<file path="config.mk">
export PLATFORM = sky130hd
export DESIGN_NAME = config_frame_sequencer
export DESIGN_NICKNAME = d
export VERILOG_FILES = /design/src/rtl/config_frame_sequencer.sv
export SDC_FILE = /design/constraint.sdc
export NUM_CORES = 1
export LEC_CHECK = 0
export ABC_AREA = 1
export CAP_MARGIN = 20
export CORE_MARGIN = 2
export CORE_UTILIZATION = 45
export DETAILED_ROUTE_END_ITERATION = 10
export DONT_BUFFER_PORTS = 1
export GPL_TIMING_DRIVEN = 0
export PLACE_DENSITY = 0.57
export SLEW_MARGIN = 30
export SYNTH_ARGS = -nofsm -noshare
export SYNTH_HDL_FRONTEND = slang
export SYNTH_SLANG_ARGS = --single-unit
</file>
<file path="constraint.sdc">
create_clock -name CLK -period 2.7 [get_ports CLK]
set_clock_uncertainty 0.2 [all_clocks]
set_input_delay 0.675 -clock CLK [delete_from_list [all_inputs] [get_ports CLK]]
set_output_delay 0.675 -clock CLK [all_outputs]
set_load 0.02 [all_outputs]
</file>
<file path="src/rtl/config_frame_sequencer.sv">
// Bitstream sequencer: hunts for the sync word, then turns address/row words into
// frame-register writes followed by a one-cycle LongFrameStrobe commit.
module config_frame_sequencer #(
    parameter int unsigned NumberOfRows     = 8,
    parameter int unsigned FrameBitsPerRow  = 32,
    parameter int unsigned MaxFramesPerCol  = 20,
    parameter int unsigned FrameSelectWidth = 5,
    parameter int unsigned RowSelectWidth   = 5,
    parameter int unsigned desync_flag      = 20,
    parameter logic [FrameBitsPerRow-1:0] SyncWord = 32'hFAB0FAB1
) (
    input  logic                       CLK,
    input  logic                       resetn,
    input  logic                       in_valid,
    output logic                       in_ready,
    input  logic [FrameBitsPerRow-1:0] in_data,
    output logic [FrameBitsPerRow-1:0] ConfigWriteData,
    output logic                       ConfigWriteStrobe,
    output logic [RowSelectWidth-1:0]  RowSelect,
    output logic [FrameBitsPerRow-1:0] FrameAddressRegister,
    output logic                       LongFrameStrobe,
    output logic                       Active,
    output logic [15:0]                FrameCount
);

    // The column and one-hot frame fields must both fit in an address word.
    if ((2 ** RowSelectWidth) <= NumberOfRows ||
        (MaxFramesPerCol + FrameSelectWidth) > FrameBitsPerRow) begin : gBadParams
        $error("config_frame_sequencer: inconsistent row/frame field widths");
    end

    typedef enum logic [1:0] {
        Hunt,
        Addr,
        Data,
        Strobe
    } seqState_t;

    localparam logic [RowSelectWidth-1:0]   LastRow    = RowSelectWidth'(NumberOfRows);
    localparam logic [FrameSelectWidth-1:0] DesyncCode = FrameSelectWidth'(desync_flag);

    seqState_t                   state;
    logic [RowSelectWidth-1:0]   rowCount;
    logic                        accept;
    logic [FrameSelectWidth-1:0] columnField;

    assign accept      = in_valid && in_ready;
    assign columnField = in_data[FrameBitsPerRow-1 -: FrameSelectWidth];

    always_ff @(posedge CLK) begin
        if (!resetn) begin
            state                <= Hunt;
            rowCount             <= '0;
            in_ready             <= 1'b1;
            ConfigWriteData      <= '0;
            ConfigWriteStrobe    <= 1'b0;
            RowSelect            <= '0;
            FrameAddressRegister <= '0;
            LongFrameStrobe      <= 1'b0;
            Active               <= 1'b0;
            FrameCount           <= '0;
        end else begin
            ConfigWriteStrobe <= 1'b0;
            RowSelect         <= '0;
            LongFrameStrobe   <= 1'b0;
            case (state)
                Hunt: begin
                    if (accept && in_data == SyncWord) begin
                        state  <= Addr;
                        Active <= 1'b1;
                    end
                end
                Addr: begin
                    if (accept) begin
                        if (columnField == DesyncCode) begin
                            state  <= Hunt;
                            Active <= 1'b0;
                        end else begin
                            FrameAddressRegister <= in_data;
                            rowCount             <= RowSelectWidth'(1);
                            state                <= Data;
                        end
                    end
                end
                Data: begin
                    if (accept) begin
                        ConfigWriteData   <= in_data;
                        RowSelect         <= rowCount;
                        ConfigWriteStrobe <= 1'b1;
                        rowCount          <= rowCount + RowSelectWidth'(1);
                        // Drop ready now so the commit cycle cannot swallow a word.
                        if (rowCount == LastRow) begin
                            state    <= Strobe;
                            in_ready <= 1'b0;
                        end
                    end
                end
                Strobe: begin
                    LongFrameStrobe <= 1'b1;
                    FrameCount      <= FrameCount + 16'd1;
                    in_ready        <= 1'b1;
                    state           <= Addr;
                end
                default: state <= Hunt;
            endcase
        end
    end

endmodule

</file>
# After elaboration in Yosys (flattened, before gate mapping)
# Cells that the tools add are included.
[word_totals]
register_bits = 96
out_inout_bits = 89
[classes]
add_sub_neg = 2
eq_ne = 12
mux = 19
bitwise_logic = 1
reduce_logical = 14
[op_table]
columns = ["op", "count"]
rows = [
  ["$eq A32 B32 Y1 const B", 1],
  ["$add A16 B1 Y16 const B", 1],
  ["$mux W5", 3],
  ["$ne A2 B2 Y1 const B", 6],
  ["$reduce_and A4 Y1", 3],
  ["$mux W2", 5],
  ["$pmux W5 S2", 1],
  ["$reduce_and A3 Y1", 3],
  ["$pmux W2 S4", 1],
  ["$mux W1", 7],
  ["$reduce_bool A2 Y1", 3],
  ["$add A5 B1 Y5 const B", 1],
  ["$eq A5 B4 Y1 const B", 1],
  ["$eq A5 B5 Y1 const B", 1],
  ["$eq A2 B2 Y1 const B", 2],
  ["$pmux W1 S2", 2],
  ["$reduce_and A2 Y1", 2],
  ["$eq A2 B1 Y1 const B", 1],
  ["$logic_and A1 B1 Y1", 2],
  ["$logic_not A2 Y1", 1],
  ["$not A1 Y1", 1],
]

# Depth between registers and ports, before layout
[depth]
word_depth = 4
depth_mapped = 11

# Least setup slack after synthesis
# No wires, ideal clock.
[synth_timing]
kind = "reg2reg"
from = "register FrameCount[0]"
to = "register FrameCount[14]"
setup_time_ns = 0.118
arrival_ns = 1.483
required_ns = 2.382
slack_ns = 0.899
stages_incl_launch_ff = 9
path_buffers = 0
synth_period_minus_slack_ns = 1.801
path_cell_list = "dfxtp_1 ha_1 nand3_2 nor3_4 nand2_2 nor2_4 nand2_1 o21ai_1 a21oi_1"
[synth_via]
elab_chain_cells = 1
[synth_lines]
columns = ["element", "line_no", "rtl"]
rows = [
  ["start, declared", "23", "output logic [15:0] FrameCount"],
  ["start signal, assigned", "100", "FrameCount <= FrameCount + 16'd1;"],
  ["$add A16 B1 Y16", "100", ""],
]
# Every way passes these cells.
# A chain may end at the register's enable or synchronous reset.

# Final worst setup path
[layout_timing]
from = "register state[0]"
to = "register ConfigWriteData[14]"
[layout_via]
elab_chain_cells = 2
[layout_lines]
columns = ["element", "line_no", "rtl"]
rows = [
  ["start, declared", "42", "seqState_t state;"],
  ["start signal, assigned", "52", "state <= Hunt;"],
  ["start signal, assigned", "69", "state <= Addr;"],
  ["start signal, assigned", "76", "state <= Hunt;"],
  ["$eq A2 B2 Y1", "66", "case (state)"],
  ["$reduce_and A2 Y1 (no line)", "-", ""],
  ["end signal, assigned", "87", "ConfigWriteData <= in_data;"],
  ["end, declared", "17", "output logic [FrameBitsPerRow-1:0] ConfigWriteData,"],
]
# Every way passes these cells.

==> impl_metrics.py <==
metrics = {
    "status": {
        "status": "complete, no violations",
    },
    "floorplan": {
        "io_pins": 124,
        "start_util_pct": 46.72,
        "die_h_um": 96.83,
        "rows": 33,
        "core_area_mm2": 0.008299,
        "die_area_mm2": 0.009375,
        "die_x_um": 96.83,
    },
    "worst_setup_path": {
        "path_delay_family": "buffers and inverters",
        "cp_max_fo": 10,
        "crit_path_max_incr_delay_ns": 0.37,
        "crit_chain": "inv_1 -> ha_1 -> inv_2 -> nor2_2 -> buf_4 -> clkbuf_1 -> o21ai_0 -> nor2_1",
        "r2r_slack_ns": 0.67,
        "cp.required_ns": 2.79,
        "reg2reg_depth": 8,
        "r2r-end": "ConfigWriteData[14]",
        "path_buf_inv": 4,
        "r2r-start": "state[0]",
        "startpoint_type": "flip-flop",
        "crit_path_end_kind": "flip-flop",
        "arrival_ns": 2.12,
        "cpMaxStageDelayCell": "clkbuf_1",
        "worstSetupPathType": "reg -> reg",
    },
    "sta": {
        "report.final.slew_viol_count": 0,
        "rsz0062_at_grt": "no",
        "relSlewSlack_pct": 62.65,
        "hold-worst-slack_ns": 0.2477,
        "clock.fmax_ghz": 0.4935,
        "fin_tns_setup_ns": 0,
        "finalCritPeriodShare_pct": 75.04,
        "setup_violations": 0,
        "fin_crit_ns": 2.026,
        "finalHoldViolations": 0,
        "worst_slew_pin_slew_ns": 0.5602,
    },
    "pwr": {
        "p_seq_share_pct": 54.2,
        "p_comb_share_pct": 7.7,
        "p_leak_nw": 1.642,
        "p_sw_share_pct": 25.25,
        "ir_drop_v": 0.0002659,
        "clkPwrFrac_pct": 38.1,
        "powerDensity_mw_per_mm2": 661.1,
        "switchingPower_w": 0.0007071,
        "p_int_w": 0.002094,
    },
    "finish": {
        "insertedDiodeCount": 0,
        "syn2layout_area_growth_pct": 9.261,
        "final_layout_size_suffix_gt1_share_pct": 8.671,
        "nets": 558,
    },
    "clocking": {
        "hold_buffers": 0,
        "tritoncts": "done",
        "clock_path_buffers": 2,
        "clock_latency_ns": 0.36,
        "post_cts.repair.setup_buffers": 0,
        "h-tree-depth": 3,
        "clkTransAtPathRegs_ns": 0.09,
        "cts_root_buf": "clkbuf_8",
        "numCtsBuffers": 9,
        "cts_resized": 0,
        "cts_num_sinks": 96,
    },
    "yosys": {
        "ys.flop_type": "dfxtp_1",
        "synth_area_leaders": "dfxtp_1, nor2_1, o21ai_0",
        "postSynthCellCount": 504,
        "synthTopCellsByCount": "dfxtp_1, nor2_1, o21ai_0",
        "netlist_area_mm2": 0.003877,
        "synth_edf_count": 0,
        "ys_ff_latch": 96,
        "synth_fp_nets": 547,
        "synth.avg_cell_area_um2": 7.693,
        "yosysTopAreaCellShare_pct": 49.56,
        "yosysWarnings": 0,
        "synth_top_area_cell": "dfxtp_1",
        "synthDistinctLibCells": 33,
        "ys_seq_area_share_pct": 49.56,
        "ys_async_sr_fraction_pct": 0,
    },
    "detailed_routing": {
        "viasPerCell": 5.175,
        "firstDrtPassIters": 4,
        "drt_wl_total_mm": 9.577,
        "antenna_left": 0,
        "drc": 0,
        "wl_per_cell_um": 15.35,
        "dr.first_iter.drc_count": 100,
        "vias": 3229,
    },
    "min_path": {
        "hold_path.class": "in -> reg",
        "hold_end": "ConfigWriteData[16]",
        "hold_path_startpoint": "in_data[16]",
        "hold-path-cell-count": 2,
    },
    "grt": {
        "grt_pass1_vias": 3074,
        "antenna_found_initial": 0,
        "grt_first_pass_wirelength_mm": 15.74,
        "grt_max_degree": 16,
        "grt_overflow": 0,
        "grt_use_total_pct": 20.69,
    },
    "placement": {
        "port_buffers": 0,
        "gp_congestion": 0.8053,
        "dp_hpwl_mm": 7.172,
    },
    "job": {
        "max-cap-violations": 0,
    },
}
## routing by layer
layer  vias to the layer above  global-route usage [%]  wire length, µm  share of wire [%]
met3                        17                   8.526              839                8.8
li1                       1639                       -                -                  -
met1                      1471                   25.18             4131                 43
met2                       102                   32.69             4422                 46
met5                         -                       0                0                  0
met4                         0                   7.909              184                1.9
## metrics by stage
| step | setup WS [ns] | cells | util [%] | total power, W | area, µm² |
|---|---|---|---|---|---|
| after floorplan | 0.8988 | 504 | - | 0.001706 | 3877 |
| after global placement | 0.6846 | 609 | 48.30 | 0.001762 | 4009 |
| after detailed placement | 0.6257 | 609 | 48.30 | 0.001765 | 4009 |
| after CTS | 0.6793 | 624 | 51.05 | 0.002832 | 4237 |
| after global routing | 0.4900 | 624 | 51.05 | 0.002931 | 4237 |
| final | 0.6738 | 624 | 51.05 | 0.002801 | 4237 |
## worst max path at each step
stage,endpoint,slack [ns],depth (start not counted),from
final,ConfigWriteData[14],0.67,8,state[0]
after global routing,ConfigWriteData[13],0.49,8,state[0]
after CTS,ConfigWriteData[14],0.68,8,state[0]
after detailed placement,ConfigWriteData[12],0.63,6,in_valid
after global placement,FrameAddressRegister[26],0.68,7,in_valid
after floorplan,FrameCount[14],0.90,8,FrameCount[0]
## final cells by class
| cell class | instances | area [µm²] |
|---|---|---|
| fillers | 825 | 4063 |
| flip-flops and latches | 96 | 1922 |
| multi-input cells | 319 | 1590 |
| inverters | 65 | 244.0 |
| clock buffers | 11 | 151.4 |
| well taps | 105 | 131.4 |
| plain buffers | 24 | 121.4 |
| clock inverters | 4 | 76.32 |
## logic make-up after synthesis
kind of cell	count (synthesis)	share of synthesized area, %
xor gates and xnor gates	1	0.2259
adders and majority gates	8	2.582
and+or+nand+nor	179	20.78
DFF	96	49.56
buffers and inverters	89	9.422
AOI/OAI and AO/OA	131	17.43
## worst register-to-register path: cells and delay by family, from the launching register on
family,cells,cell delay (ns)
buf+inv,4,0.77
flops,1,0.35
simple gates,2,0.26
fa+ha+maj,1,0.24
compound gates,1,0.14
## power by group through the flow
stage	Sequential (W)	Clock, W	Combinational, W
floorplan	0.00154	0	0.000165
global placement	0.00155	0	0.000211
detailed placement	0.00155	0	0.000214
CTS	0.00152	0.00110	0.000215
global route	0.00152	0.00116	0.000250
finish	0.00152	0.00107	0.000215
## flip-flops by register name (all words and copies together) (netlist names)
| register | flops |
|---|---|
| ConfigWriteStrobe | 1 |
| in_ready | 1 |
| ConfigWriteData | 32 |
| LongFrameStrobe | 1 |
| FrameCount | 16 |
| Active | 1 |
| RowSelect | 5 |
| state | 2 |
| rowCount | 5 |
| FrameAddressRegister | 32 |
## layout by cell type, fill, tap and decap left out, types with 3 or more instances in the layout
master / n
clkbuf_1: 12
nand4_1: 4
inv_1: 63
buf_4: 4
nand2_1: 39
buf_2: 7
dfxtp_1: 96
ha_1: 8
nor3_1: 8
nor2_4: 3
nand2_2: 3
clkbuf_8: 11
nor2_1: 96
a21oi_1: 52
o21ai_0: 70
nand3_1: 15
Power figures use the tool's default switching activity.
